**src/rtl/tx_frame_sequencer.sv**
```systemverilog
// Transmit frame sequencer: gates the TX FIFO serializer enable for one frame at a time,
// counts per-bit strobes to the frame boundary, flags underflow/abort, then enforces an idle gap.
module tx_frame_sequencer #(
  parameter int unsigned DEPTH      = 64,
  parameter int unsigned MAX_LEN    = 127,
  parameter int unsigned PREFILL    = 4,
  parameter int unsigned IFS_CYCLES = 9600,
  localparam int unsigned CW        = $clog2(DEPTH + 1)
) (
  input  logic          clk,
  input  logic          reset,
  input  logic          start,
  input  logic [6:0]    frame_len,
  input  logic          abort,
  input  logic [CW-1:0] fifo_count,
  input  logic          iq_rate,
  output logic          en_iq,
  output logic          busy,
  output logic          done,
  output logic          err_underflow,
  output logic          err_len,
  output logic [9:0]    bits_left
);

  localparam int unsigned GW = (IFS_CYCLES > 1) ? $clog2(IFS_CYCLES) : 1;
  localparam logic [GW-1:0] GapLoad = GW'(IFS_CYCLES - 1);

  typedef enum logic [1:0] {StIdle, StWaitData, StTx, StGap} state_e;

  state_e        state_q, state_d;
  logic [6:0]    len_q, len_d;
  logic [9:0]    bits_q, bits_d;
  logic [GW-1:0] gap_q, gap_d;
  logic          done_d, err_len_d, uf_q, uf_d;
  logic          en_q, busy_q, done_q, err_len_q;

  logic          len_ok, fill_ok, strobe, underflow;
  logic [31:0]   need;

  assign len_ok    = (frame_len != 7'd0) && (32'(frame_len) <= MAX_LEN);
  assign need      = (32'(len_q) < PREFILL) ? 32'(len_q) : PREFILL;
  assign fill_ok   = 32'(fifo_count) >= need;
  // Strobes with nothing left to send are ignored so the counter never wraps.
  assign strobe    = iq_rate && (bits_q != 10'd0);
  // Last bit of a byte leaves the serializer with no next byte queued.
  assign underflow = strobe && (bits_q[2:0] == 3'd1) && (bits_q > 10'd1) && (fifo_count == '0);

  always_comb begin
    state_d   = state_q;
    len_d     = len_q;
    bits_d    = bits_q;
    gap_d     = gap_q;
    uf_d      = uf_q;
    done_d    = 1'b0;
    err_len_d = 1'b0;
    unique case (state_q)
      StIdle: begin
        bits_d = 10'd0;
        if (start) begin
          if (len_ok) begin
            len_d   = frame_len;
            bits_d  = {frame_len, 3'b000};
            uf_d    = 1'b0;
            state_d = StWaitData;
          end else begin
            err_len_d = 1'b1;
          end
        end
      end
      StWaitData: begin
        if (abort) begin
          bits_d  = 10'd0;
          gap_d   = GapLoad;
          state_d = StGap;
        end else if (fill_ok) begin
          state_d = StTx;
        end
      end
      StTx: begin
        // Priority: underflow reports even alongside abort; abort suppresses done.
        if (underflow) begin
          uf_d    = 1'b1;
          bits_d  = 10'd0;
          gap_d   = GapLoad;
          state_d = StGap;
        end else if (abort) begin
          bits_d  = 10'd0;
          gap_d   = GapLoad;
          state_d = StGap;
        end else if (strobe) begin
          bits_d = bits_q - 10'd1;
          if (bits_q == 10'd1) begin
            done_d  = 1'b1;
            gap_d   = GapLoad;
            state_d = StGap;
          end
        end
      end
      StGap: begin
        if (gap_q == '0) begin
          state_d = StIdle;
        end else begin
          gap_d = gap_q - GW'(1);
        end
      end
      default: state_d = StIdle;
    endcase
  end

  always_ff @(posedge clk) begin
    if (reset) begin
      state_q   <= StIdle;
      len_q     <= 7'd0;
      bits_q    <= 10'd0;
      gap_q     <= '0;
      uf_q      <= 1'b0;
      en_q      <= 1'b0;
      busy_q    <= 1'b0;
      done_q    <= 1'b0;
      err_len_q <= 1'b0;
    end else begin
      state_q   <= state_d;
      len_q     <= len_d;
      bits_q    <= bits_d;
      gap_q     <= gap_d;
      uf_q      <= uf_d;
      en_q      <= (state_d == StTx);
      busy_q    <= (state_d != StIdle);
      done_q    <= done_d;
      err_len_q <= err_len_d;
    end
  end

  assign en_iq         = en_q;
  assign busy          = busy_q;
  assign done          = done_q;
  assign err_underflow = uf_q;
  assign err_len       = err_len_q;
  assign bits_left     = bits_q;

endmodule

```
**config.mk**
```make
export PLATFORM = sky130hd
export DESIGN_NAME = tx_frame_sequencer
export DESIGN_NICKNAME = d
export VERILOG_FILES = /design/src/rtl/tx_frame_sequencer.sv
export SDC_FILE = /design/constraint.sdc
export NUM_CORES = 1
export LEC_CHECK = 0
export BUFFER_PORTS_ARGS = -buffer_cell sky130_fd_sc_hd__buf_2
export CORE_MARGIN = 4
export CORE_UTILIZATION = 35
export CTS_BUF_LIST = sky130_fd_sc_hd__clkbuf_4
export CTS_CLUSTER_DIAMETER = 50
export DETAILED_ROUTE_END_ITERATION = 7
export SYNTH_ARGS = -nofsm -noshare
export SYNTH_HDL_FRONTEND = slang
export SYNTH_SLANG_ARGS = --single-unit
```
**constraint.sdc**
```tcl
create_clock -name clk -period 3.4 [get_ports clk]
set_input_delay 0.34 -clock clk [delete_from_list [all_inputs] [get_ports clk]]
set_output_delay 0.34 -clock clk [all_outputs]
set_load 0.05 [all_outputs]
```
# == Word level (Yosys, flattened, before mapping) ==
# Index checks and enable logic that the tools add are counted.
# word_totals
register_bits,38
latchBits,0
ram_bits,0
rom_bits,0
output_inout_bits,15
elab_cells,81
mem_count,0
# op_classes
add_sub_neg,2
mul,0
n_div,0
n_lt_le_gt_ge,3
eq_ne,13
shift,0
n_mux,31
bitwise_logic,4
n_reduce_logical,19
# ops
cell,n
two-way mux 14 bit,6
two-way mux 10 bit,6
case mux 14 bit (3 select lines),1
case mux 10 bit (3 select lines),1
two-way mux 2 bit,9
zero test 14 bit,1
subtractor 14 x 1 -> 14 bit (second input constant),1
== test 10 x 1 -> 1 bit (second input constant),1
> comparator 10 x 1 -> 1 bit (second input constant),1
inequality test 2 bit (second input constant),5
nonzero test 10 bit,1
subtractor 10 x 1 -> 10 bit (second input constant),1
inequality test 4 bit (second input constant),2
case mux 2 bit (4 select lines),1
>= comparator 7 bit,1
zero test 7 bit,1
less-than comparator 7 x 3 -> 1 bit (second input constant),1
two-way mux 7 bit,1
nonzero test 7 bit,1
== test 2 bit (second input constant),3
AND reduction 3 bit,2
nonzero test 3 bit,2
two-way mux 1 bit,5
AND reduction 5 bit,1
other kinds (10),17

# == Longest topological paths before layout ==
# Gate-level depths: netlist of run 1.
# logic_depth
depth_word,8
depth_mapped,10
ltp_nobuf,10

# == Worst setup path after synthesis of run 1 ==
# No wires, ideal clock.
# synth_timing
kind,register to register
start,reg len_q[2]
end,"reg en_q, in the netlist en_iq"
arrival_ns,2.644
t_required_ns,3.285
path_slack_ns,0.641
path_stages_with_launch,11
synth_period_minus_slack_ns,2.759
path_cell_list,dfxtp_1 > or4_1 > nor2_1 > and2_1 > ha_1 > nand2b_1 > a2111oi_0 > o311a_1 > a2111oi_0 > or3_1 > and2_1
# synth_between
elab_chain_cells,7
# synth_lines
element,line,rtl
from (decl),31,"logic [6:0] len_q, len_d;"
from (signal assigned),123,len_q <= len_d;
less-than comparator 7 x 3 -> 1 bit,41,assign need = (32'(len_q) < PREFILL) ? 32'(len_q) : PREFILL;
two-way mux 7 bit *,41,
>= comparator 7 bit *,42,assign fill_ok = 32'(fifo_count) >= need;
two-way mux 2 bit *,75,end else if (fill_ok) begin
two-way mux 2 bit *,71,if (abort) begin
case mux 2 bit (4 select lines) *,56,unique case (state_q)
== test 2 bit *,127,en_q <= (state_d == StTx);
to (signal assigned),127,
to (decl),35,"logic en_q, busy_q, done_q, err_len_q;"
# Mark *: on every way between the ends. The rest lies on a longest branch, timed or not.
# A chain may end at the register's enable or synchronous reset.

# == Worst setup path in the final report of run 1 ==
# layout_timing
start,reg len_q[3]
end,"reg en_q, in the netlist en_iq"
# Same word-level chain as after synthesis.

==> results of run 1 <==
-- power groups by stage --
stage / clock, µW / sequential, µW / combinational [µW]
6_report: 241 / 622 / 810
3_5_place_dp: 0 / 630 / 807
5_1_grt: 271 / 638 / 925
3_3_place_gp: 0 / 629 / 802
2_1_floorplan: 0 / 672 / 584
4_1_cts: 253 / 620 / 811
-- cells by family (layout without fill, tap and decap cells) --
logic type | Yosys count | in the layout | synth area share, %
simple gates | 124 | 124 | 29.2
other cells | 1 | 4 | 0.156
compound gates | 90 | 90 | 26.2
flops | 38 | 38 | 31.6
fa+ha+maj | 15 | 15 | 7.79
buf+inv | 30 | 58 | 5.09
-- sequential cells by signal, summed over array words and instances (netlist names) --
| signal | cells |
|---|---|
| gap_q | 14 |
| bits_left | 10 |
| len_q | 7 |
| state_q | 2 |
| busy | 1 |
| done | 1 |
| en_iq | 1 |
| err_len | 1 |
| err_underflow | 1 |
-- synthesized netlist by cell type (all sizes together), types with 3 or more instances --
| cell type | number | area (µm²) |
|---|---|---|
| dfxtp | 38 | 761 |
| a21oi | 31 | 166 |
| nand2 | 28 | 105 |
| nor2 | 18 | 67.6 |
| inv | 16 | 60.1 |
| ha | 15 | 188 |
| nand3 | 14 | 70.1 |
| nor3 | 12 | 65.1 |
| nor4 | 12 | 93.8 |
| o21ai | 12 | 60.1 |
| clkbuf | 10 | 37.5 |
| nand2b | 6 | 37.5 |
| a22oi | 5 | 37.5 |
| a311oi | 5 | 61.3 |
| o22ai | 5 | 31.3 |
| or3 | 5 | 31.3 |
| a32oi | 4 | 35.0 |
| and2 | 4 | 25.0 |
| buf | 4 | 25.0 |
| nor2b | 4 | 32.5 |
| o32ai | 4 | 35.0 |
| or4 | 4 | 30.0 |
| a211oi | 3 | 22.5 |
| and3 | 3 | 18.8 |
| nand4 | 3 | 25.0 |
| o21a | 3 | 22.5 |
| o31ai | 3 | 22.5 |
-- layout by cell type, fill, tap and decap left out, types with 2 or more instances in the layout --
cell type / n
nor2_1: 18
inv_1: 16
a32oi_1: 4
o21a_1: 3
buf_2: 33
a21oi_2: 3
o32ai_1: 4
and3_1: 3
nor3_1: 11
o2111a_1: 2
nor4_1: 9
a21oi_1: 28
o31ai_1: 3
nand2b_1: 6
nand2_1: 28
ha_1: 15
dfxtp_1: 38
o22ai_1: 5
and2_1: 4
nor2b_1: 3
or4_1: 4
a211oi_1: 3
a311oi_1: 4
a22oi_1: 5
or3_1: 5
nand3_1: 14
conb_1: 4
and4b_1: 2
a2111oi_0: 2
o41ai_1: 2
nand4_1: 2
nor4_2: 3
o21ai_0: 11
a21o_1: 2
clkbuf_4: 5
-- path summary, 6_finish.rpt --
path / from / endpoint / slack [ns] / depth (start not counted)
worst max-delay path: len_q[3]$_SDFFE_PP0P_ / en_iq$_SDFF_PP0_ / 0.43 / 10
worst min-delay path: frame_len[0] / len_q[0]$_SDFFE_PP0P_ / 0.26 / 3
worst max register to register: len_q[3]$_SDFFE_PP0P_ / en_iq$_SDFF_PP0_ / 0.43 / 10
worst min register to register: len_q[3]$_SDFFE_PP0P_ / len_q[3]$_SDFFE_PP0P_ / 0.47 / 2
-- per-layer routing --
layer | track usage [%] | part of all wire (%) | vias up
met1 | 22.1 | 49 | 1085
li1 | - | - | 1177
met3 | 3.64 | 5.7 | 12
met2 | 21.8 | 43 | 72
met4 | 5.78 | 2.1 | 0
met5 | 0 | 0 | -
-- layout make-up --
class / count / area, µm² / area share, %
clock inverters: 3 / 16.3 / 0.607
flip-flops and latches: 38 / 761 / 28.4
well taps: 77 / 96.3 / 3.59
multi-input cells: 233 / 1540 / 57.3
inverters: 16 / 60.1 / 2.24
repair buffers: 34 / 173 / 6.44
clock buffers: 5 / 37.5 / 1.40
-- through the flow --
step                      cell area, µm²  worst slack, ns  hold slack, ns  std cells  power (µW)
after global placement              2630            0.501           0.448        398        1430
after floorplan                     2420            0.641           0.431        301        1260
after global routing                2680            0.220           0.238        406        1830
after detailed placement            2630            0.456           0.447        398        1440
after CTS                           2680            0.429           0.237        406        1680
final                               2680            0.428           0.258        406        1670
-- critical path, stage by stage (launching register included) --
cell,delay [ns]
dfxtp_1,0.33
or4_1,0.49
nor2_1,0.17
and2_1,0.16
ha_1,0.21
nand2b_1,0.14
a2111oi_0,0.50
o311a_1,0.23
a2111oi_0,0.05
or3_1,0.44
and2_1,0.15
==> results.tsv, run 1 <==
stage	metric	value	unit
status	outcome	complete, no violations	
clock_tree	CTS Buffer Depth	2	
global_routing	vias in the first global route	2151	
clock_tree	CTS resizes	0	
synth	Mapped Area	2410	µm²
clock_tree	Clock Sink Count	38	
power	Comb power frac	48.4	%
sta	slew at the pin with the worst max-slew slack	0.765	ns
place	Detailed Place HPWL	4510	µm
synth	#FFs+latches synth	38	
place	gpl congestion	0.862	
cells_and_area	filler cell count	695	
worst_setup_path	nature of the critical path endpoint	flip-flop	
sta	max_slew headroom	48.5	%
synth	synthesized area per cell	8.09	µm²
power	Peak VDD IR	0.223	mV
min_path	hold crit path type	in2reg	
detailed_routing	total vias in the final route	2346	
clock_tree	total CTS buffers	5	
floorplanning	DIE WIDTH	91.0	µm
cells_and_area	Final #Nets	362	
floorplanning	Die ar.	8280	µm²
sta	post-layout min period	2.97	ns
worst_setup_path	Worst Path Arrival	3.23	ns
clock_tree	# hold bufs at CTS	0	
detailed_routing	drt first pass iters	4	
synth	yosys warns	0	
detailed_routing	routed wire length	6060	µm
sta	final setup vio count	0	
run	Max-Cap Viols	0	
power	leakage power	0.00104	µW
cells_and_area	n_diodes	0	
sta	Clock Skews	0.0182	ns
sta	final hold violation count	0	
place	port buffer count	33	
cells_and_area	synthesis-to-layout area growth	11.3	%
global_routing	initial antenna violation count	0	
sta	Final Cycle Share	87.4	%
clock_tree	insertion delay of the later-clocked pin in the worst-skew pair	0.36	ns
power	Sequential Power Share	37.2	%
sta	Final Max Slew Viols	0	
power	Net Switching	773	µW
power	Int Power	900	µW
detailed_routing	post-route ant nets	0	
floorplanning	core region area	6530	µm²
floorplanning	I/O pins	34	
clock_tree	H-tree Lvls	2	
clock_tree	Setup Buffers After CTS	0	
cells_and_area	final core utilization	41.1	%
global_routing	first-pass GRT wire length	10500	µm
clock_tree	Clock transition at path regs	0.13	ns
detailed_routing	starting DRC count in detailed routing	120	
power	pwr dens	624	nW/µm²
power	Sw Ratio	46.2	%
sta	Fin Setup TNS	0	ns
sta	fmax	336	MHz
global_routing	GRT Overall Usage	15.3	%
cells_and_area	layout cells sized above 1	16.7	%
synth	Post-Synthesis Cells	298	
worst_setup_path	CP required	3.65	ns
floorplanning	Initial Utilization	36.9	%
detailed_routing	routed vias/inst	5.78	
floorplanning	row count	29	
synth	Post-synth ARST share	0	%
clock_tree	TritonCTS clock tree	done	
sta	RSZ-0062 raised after global routing	no	
detailed_routing	drt drc	0	
worst_setup_path	Critical Setup Path Class	reg2reg	
worst_setup_path	CP max FO	3	
detailed_routing	routed len/inst	14.9	µm
floorplanning	Chip Height	91.0	µm
synth	Post-synth top flop	dfxtp_1	
synth	Seq/Total Area, Yosys	31.6	%
global_routing	largest net degree at the start of global routing	42	
power	clock power share	14.4	%
clock_tree	root buf cell	clkbuf_4	
synth	number of synthesized flops with an enable pin	0	
synth	Netlist cell types	58	
worst_setup_path	Startpoint Class	flip-flop	
global_routing	total grt overflow	0	
(Power assumes the default switching activity.)
==> run 2: changes to the inputs <==
- CORE_ASPECT_RATIO: unset -> 0.6
- PLACE_DENSITY: unset -> 0.55
==> results.tsv, run 2 (synthesized netlist as in run 1, its figures left out) <==
stage	metric	value	unit
status	outcome	complete, no violations	
cells_and_area	Final #Nets	363	
cells_and_area	synthesis-to-layout area growth	12.1	%
detailed_routing	post-route ant nets	0	
clock_tree	TritonCTS clock tree	done	
run	Max-Cap Viols	0	
global_routing	first-pass GRT wire length	10600	µm
worst_setup_path	CP max FO	3	
global_routing	largest net degree at the start of global routing	42	
cells_and_area	n_diodes	0	
clock_tree	CTS resizes	0	
detailed_routing	total vias in the final route	2334	
worst_setup_path	Startpoint Class	flip-flop	
global_routing	initial antenna violation count	0	
detailed_routing	routed len/inst	15.5	µm
clock_tree	Setup Buffers After CTS	0	
sta	Final Max Slew Viols	0	
min_path	hold crit path type	in2reg	
cells_and_area	most common library cell in the layout ignoring fill and taps	dfxtp_1	
sta	final setup vio count	0	
place	gpl congestion	0.791	
place	Detailed Place HPWL	4920	µm
sta	Clock Skews	0.00893	ns
detailed_routing	routed wire length	6480	µm
worst_setup_path	nature of the critical path endpoint	flip-flop	
floorplanning	DIE WIDTH	115	µm
cells_and_area	Seq. cell area	761	µm²
cells_and_area	Largest register FFs	14	
sta	fmax	333	MHz
worst_setup_path	Worst Path Arrival	3.25	ns
clock_tree	root buf cell	clkbuf_4	
floorplanning	row count	23	
global_routing	vias in the first global route	2061	
clock_tree	Clock transition at path regs	0.12	ns
place	dpl ws	0.395	ns
global_routing	total grt overflow	0	
clock_tree	Clock Sink Count	38	
worst_setup_path	CP required	3.65	ns
detailed_routing	drt drc	0	
clock_tree	total CTS buffers	5	
sta	Final Cycle Share	88.4	%
sta	max_slew headroom	49.2	%
floorplanning	core region area	6680	µm²
power	Peak VDD IR	0.206	mV
detailed_routing	starting DRC count in detailed routing	207	
sta	Fin Setup TNS	0	ns
global_routing	GRT Overall Usage	15.9	%
cells_and_area	Reg with most FFs	gap_q	
clock_tree	H-tree Lvls	2	
floorplanning	Die ar.	8320	µm²
clock_tree	insertion delay of the later-clocked pin in the worst-skew pair	0.34	ns
sta	RSZ-0062 raised after global routing	no	
cells_and_area	final core utilization	40.5	%
cells_and_area	filler cell count	696	
sta	final hold violation count	0	
sta	final setup margin	0.396	ns
sta	slew at the pin with the worst max-slew slack	0.761	ns
floorplanning	I/O pins	34	
worst_setup_path	Critical Setup Path Class	reg2reg	
power	leakage power	0.00105	µW
detailed_routing	routed vias/inst	5.60	
cells_and_area	layout cells sized above 1	17.0	%
floorplanning	Initial Utilization	36.1	%
floorplanning	Chip Height	72.3	µm
place	port buffer count	33	
detailed_routing	drt first pass iters	4	
sta	post-layout min period	3.00	ns
clock_tree	# hold bufs at CTS	0	
power	pwr dens	625	nW/µm²
cells_and_area	area of the multi-input gates	1540	µm²
cells_and_area	most frequent cells in the layout	dfxtp_1, buf_2, nand2_1, a21oi_1, nor2_1	
clock_tree	CTS Buffer Depth	2	
run 2: stage by stage:
| step | cell area, µm² | cells | hold WS, ns | total power (µW) |
|---|---|---|---|---|
| floorplan | 2420 | 301 | 0.431 | 1260 |
| global placement | 2650 | 409 | 0.442 | 1450 |
| detailed placement | 2650 | 409 | 0.446 | 1440 |
| CTS | 2700 | 417 | 0.270 | 1690 |
| global route | 2700 | 417 | 0.269 | 1820 |
| finish | 2700 | 417 | 0.286 | 1690 |
run 2: power by group:
part | switching (µW) | internal, µW | leakage [µW] | total [µW]
logic | 527 | 301 | 0.000703 | 828
registers | 98.1 | 524 | 0.000311 | 622
clock network | 154 | 85.9 | 0.0000331 | 240
total | 779 | 911 | 0.00105 | 1690
run 2: cell type report:
| type | instances | share of cell area [%] |
|---|---|---|
| tap | 87 | 4.03 |
| clock inverter | 2 | 0.324 |
| multi-input combinational | 233 | 56.9 |
| clock buffer | 6 | 1.67 |
| timing repair buffer | 35 | 6.67 |
| inverter | 16 | 2.22 |
| sequential | 38 | 28.2 |
run 2: worst max-delay path, stage by stage, from the launching register on:
cell and delay, ns:
dfxtp_1 0.32, or4_1 0.51, nor2_1 0.19, and2_1 0.16
ha_1 0.21, nand2b_1 0.13, a2111oi_0 0.52, o311a_1 0.23
a2111oi_0 0.05, or3_1 0.44, and2_1 0.15
run 2: worst paths after layout:
kind / start / cells past startpoint / to / slack (ns)
hold reg to reg: len_q[2]$_SDFFE_PP0P_ / 2 / len_q[2]$_SDFFE_PP0P_ / 0.46
setup / recovery: len_q[2]$_SDFFE_PP0P_ / 10 / en_iq$_SDFF_PP0_ / 0.40
hold / removal: frame_len[0] / 3 / len_q[0]$_SDFFE_PP0P_ / 0.29
setup reg to reg: len_q[2]$_SDFFE_PP0P_ / 10 / en_iq$_SDFF_PP0_ / 0.40
run 2: routing by layer:
layer	wire [µm]	vias to the layer above	share of wire, %	track usage [%]
li1	-	1185	-	-
met1	3660	1077	56	27.5
met2	2230	67	34	18.6
met3	553	5	8.5	3.58
met4	43	0	0.66	3.13
met5	0	-	0	0
==> run 3: changes to the inputs <==
- clock period: 3.4 -> 3.8 ns (I/O delays scaled with it)
==> results.tsv, run 3 (synthesized netlist as in run 1, its figures left out) <==
stage	metric	value	unit
status	outcome	complete, no violations	
detailed_routing	total vias in the final route	2344	
place	port buffer count	33	
sta	final hold violation count	0	
place	Placed Area	2630	µm²
global_routing	first-pass GRT wire length	10800	µm
detailed_routing	routed wire length	6630	µm
worst_setup_path	Critical Setup Path Class	reg2reg	
global_routing	initial antenna violation count	0	
sta	fmax	337	MHz
detailed_routing	drt drc	0	
clock_tree	root buf cell	clkbuf_4	
floorplanning	Initial Utilization	36.1	%
worst_setup_path	CP required	4.05	ns
worst_setup_path	R2R cell count	10	
power	Comb power frac	49.2	%
worst_setup_path	crit path from	len_q[2]$_SDFFE_PP0P_	
sta	post-layout min period	2.97	ns
clock_tree	# hold bufs at CTS	0	
cells_and_area	Seq. cell area	761	µm²
cells_and_area	n_diodes	0	
floorplanning	I/O pins	34	
detailed_routing	routed vias/inst	5.65	
clock_tree	CTS Buffer Depth	2	
sta	slew at the pin with the worst max-slew slack	0.860	ns
clock_tree	H-tree Lvls	2	
clock_tree	TritonCTS clock tree	done	
cells_and_area	post-route design area	2680	µm²
power	Int Power	796	µW
power	pwr dens	557	nW/µm²
sta	max_slew headroom	42.1	%
detailed_routing	drt first pass iters	6	
min_path	hold crit path type	in2reg	
cells_and_area	Reg with most FFs	gap_q	
sta	final setup vio count	0	
cells_and_area	synthesis-to-layout area growth	11.3	%
worst_setup_path	Critical R2R Capture	en_iq$_SDFF_PP0_	
clock_tree	insertion delay of the later-clocked pin in the worst-skew pair	0.34	ns
cells_and_area	Final #Nets	361	
sta	Clock Skews	0.00762	ns
worst_setup_path	Setup crit end	en_iq$_SDFF_PP0_	
clock_tree	Clock transition at path regs	0.12	ns
detailed_routing	routed len/inst	16.0	µm
global_routing	largest net degree at the start of global routing	42	
cells_and_area	filler cell count	728	
power	clock power share	13.4	%
run	Max-Cap Viols	0	
floorplanning	DIE WIDTH	115	µm
worst_setup_path	Startpoint Class	flip-flop	
power	Sequential Power Share	37.5	%
global_routing	total grt overflow	0	
global_routing	vias in the first global route	2064	
cells_and_area	most frequent cells in the layout	dfxtp_1, buf_2, nand2_1, a21oi_1, nor2_1	
sta	Fin Setup TNS	0	ns
clock_tree	CTS resizes	0	
floorplanning	row count	23	
sta	Final Max Slew Viols	0	
floorplanning	core region area	6680	µm²
floorplanning	Chip Height	72.3	µm
cells_and_area	most common library cell in the layout ignoring fill and taps	dfxtp_1	
cells_and_area	layout cells sized above 1	15.9	%
detailed_routing	post-route ant nets	0	
place	Detailed Place HPWL	4990	µm
sta	Final Cycle Share	78.1	%
worst_setup_path	nature of the critical path endpoint	flip-flop	
clock_tree	total CTS buffers	5	
power	Peak VDD IR	0.185	mV
cells_and_area	Largest register FFs	14	
place	gpl congestion	0.772	
cells_and_area	area of the multi-input gates	1540	µm²
clock_tree	Setup Buffers After CTS	0	
worst_setup_path	Worst Path Arrival	3.22	ns
min_path	WHS Path Cells	3	
detailed_routing	starting DRC count in detailed routing	180	
worst_setup_path	FF-to-FF Start	len_q[2]$_SDFFE_PP0P_	
power	Net Switching	696	µW
power	leakage power	0.00103	µW
floorplanning	Die ar.	8320	µm²
global_routing	GRT Overall Usage	16.4	%
power	Sw Ratio	46.7	%
clock_tree	Clock Sink Count	38	
worst_setup_path	setup slack, reg-to-reg	0.83	ns
sta	final setup margin	0.831	ns
worst_setup_path	CP max FO	3	
sta	RSZ-0062 raised after global routing	no	
place	dpl ws	0.778	ns
-- run 3: worst min path at each step --
stage	start	endpoint	slack (ns)
global placement	len_q[3]$_SDFFE_PP0P_	len_q[3]$_SDFFE_PP0P_	0.44
finish	frame_len[0]	len_q[0]$_SDFFE_PP0P_	0.33
CTS	frame_len[4]	len_q[4]$_SDFFE_PP0P_	0.31
floorplan	len_q[5]$_SDFFE_PP0P_	len_q[5]$_SDFFE_PP0P_	0.43
global route	frame_len[1]	len_q[1]$_SDFFE_PP0P_	0.30
detailed placement	len_q[2]$_SDFFE_PP0P_	len_q[2]$_SDFFE_PP0P_	0.44
-- run 3: final cells by class --
cell class | instances | share of cell area (%)
inverter | 16 | 2.24
timing repair buffer | 33 | 6.16
multi-input combinational | 233 | 57.3
clock buffer | 5 | 1.40
sequential | 38 | 28.4
clock inverter | 3 | 0.420
tap | 87 | 4.06
-- run 3: metal layers --
| metal | GRT usage [%] | share of wire (%) | vias up |
|---|---|---|---|
| li1 | - | - | 1195 |
| met1 | 28.6 | 59 | 1081 |
| met2 | 18.6 | 34 | 63 |
| met3 | 3.83 | 6.8 | 5 |
| met4 | 3.52 | 0.63 | 0 |
| met5 | 0 | 0 | - |
-- run 3: stage by stage --
step / power, µW / hold slack, ns / cells / util, %
2_1_floorplan: 1120 / 0.431 / 301 / -
3_3_place_gp: 1290 / 0.441 / 407 / 39.4
3_5_place_dp: 1290 / 0.445 / 407 / 39.4
4_1_cts: 1490 / 0.313 / 415 / 40.2
5_1_grt: 1620 / 0.305 / 415 / 40.2
6_report: 1490 / 0.328 / 415 / 40.2
-- run 3: critical path: stages (launching register included) --
cell       delay [ns]
dfxtp_1          0.32
or4_1            0.51
nor2_1           0.16
and2_1           0.15
ha_1             0.21
nand2b_1         0.13
a2111oi_0        0.54
o311a_1          0.23
a2111oi_0        0.05
or3_1            0.43
and2_1           0.15
-- run 3: power groups by stage --
stage	logic [µW]	clock network [µW]	registers, µW
after floorplan	523	0	601
after global placement	721	0	566
after detailed placement	724	0	566
after CTS	726	210	557
after global routing	818	233	572
final	734	200	559
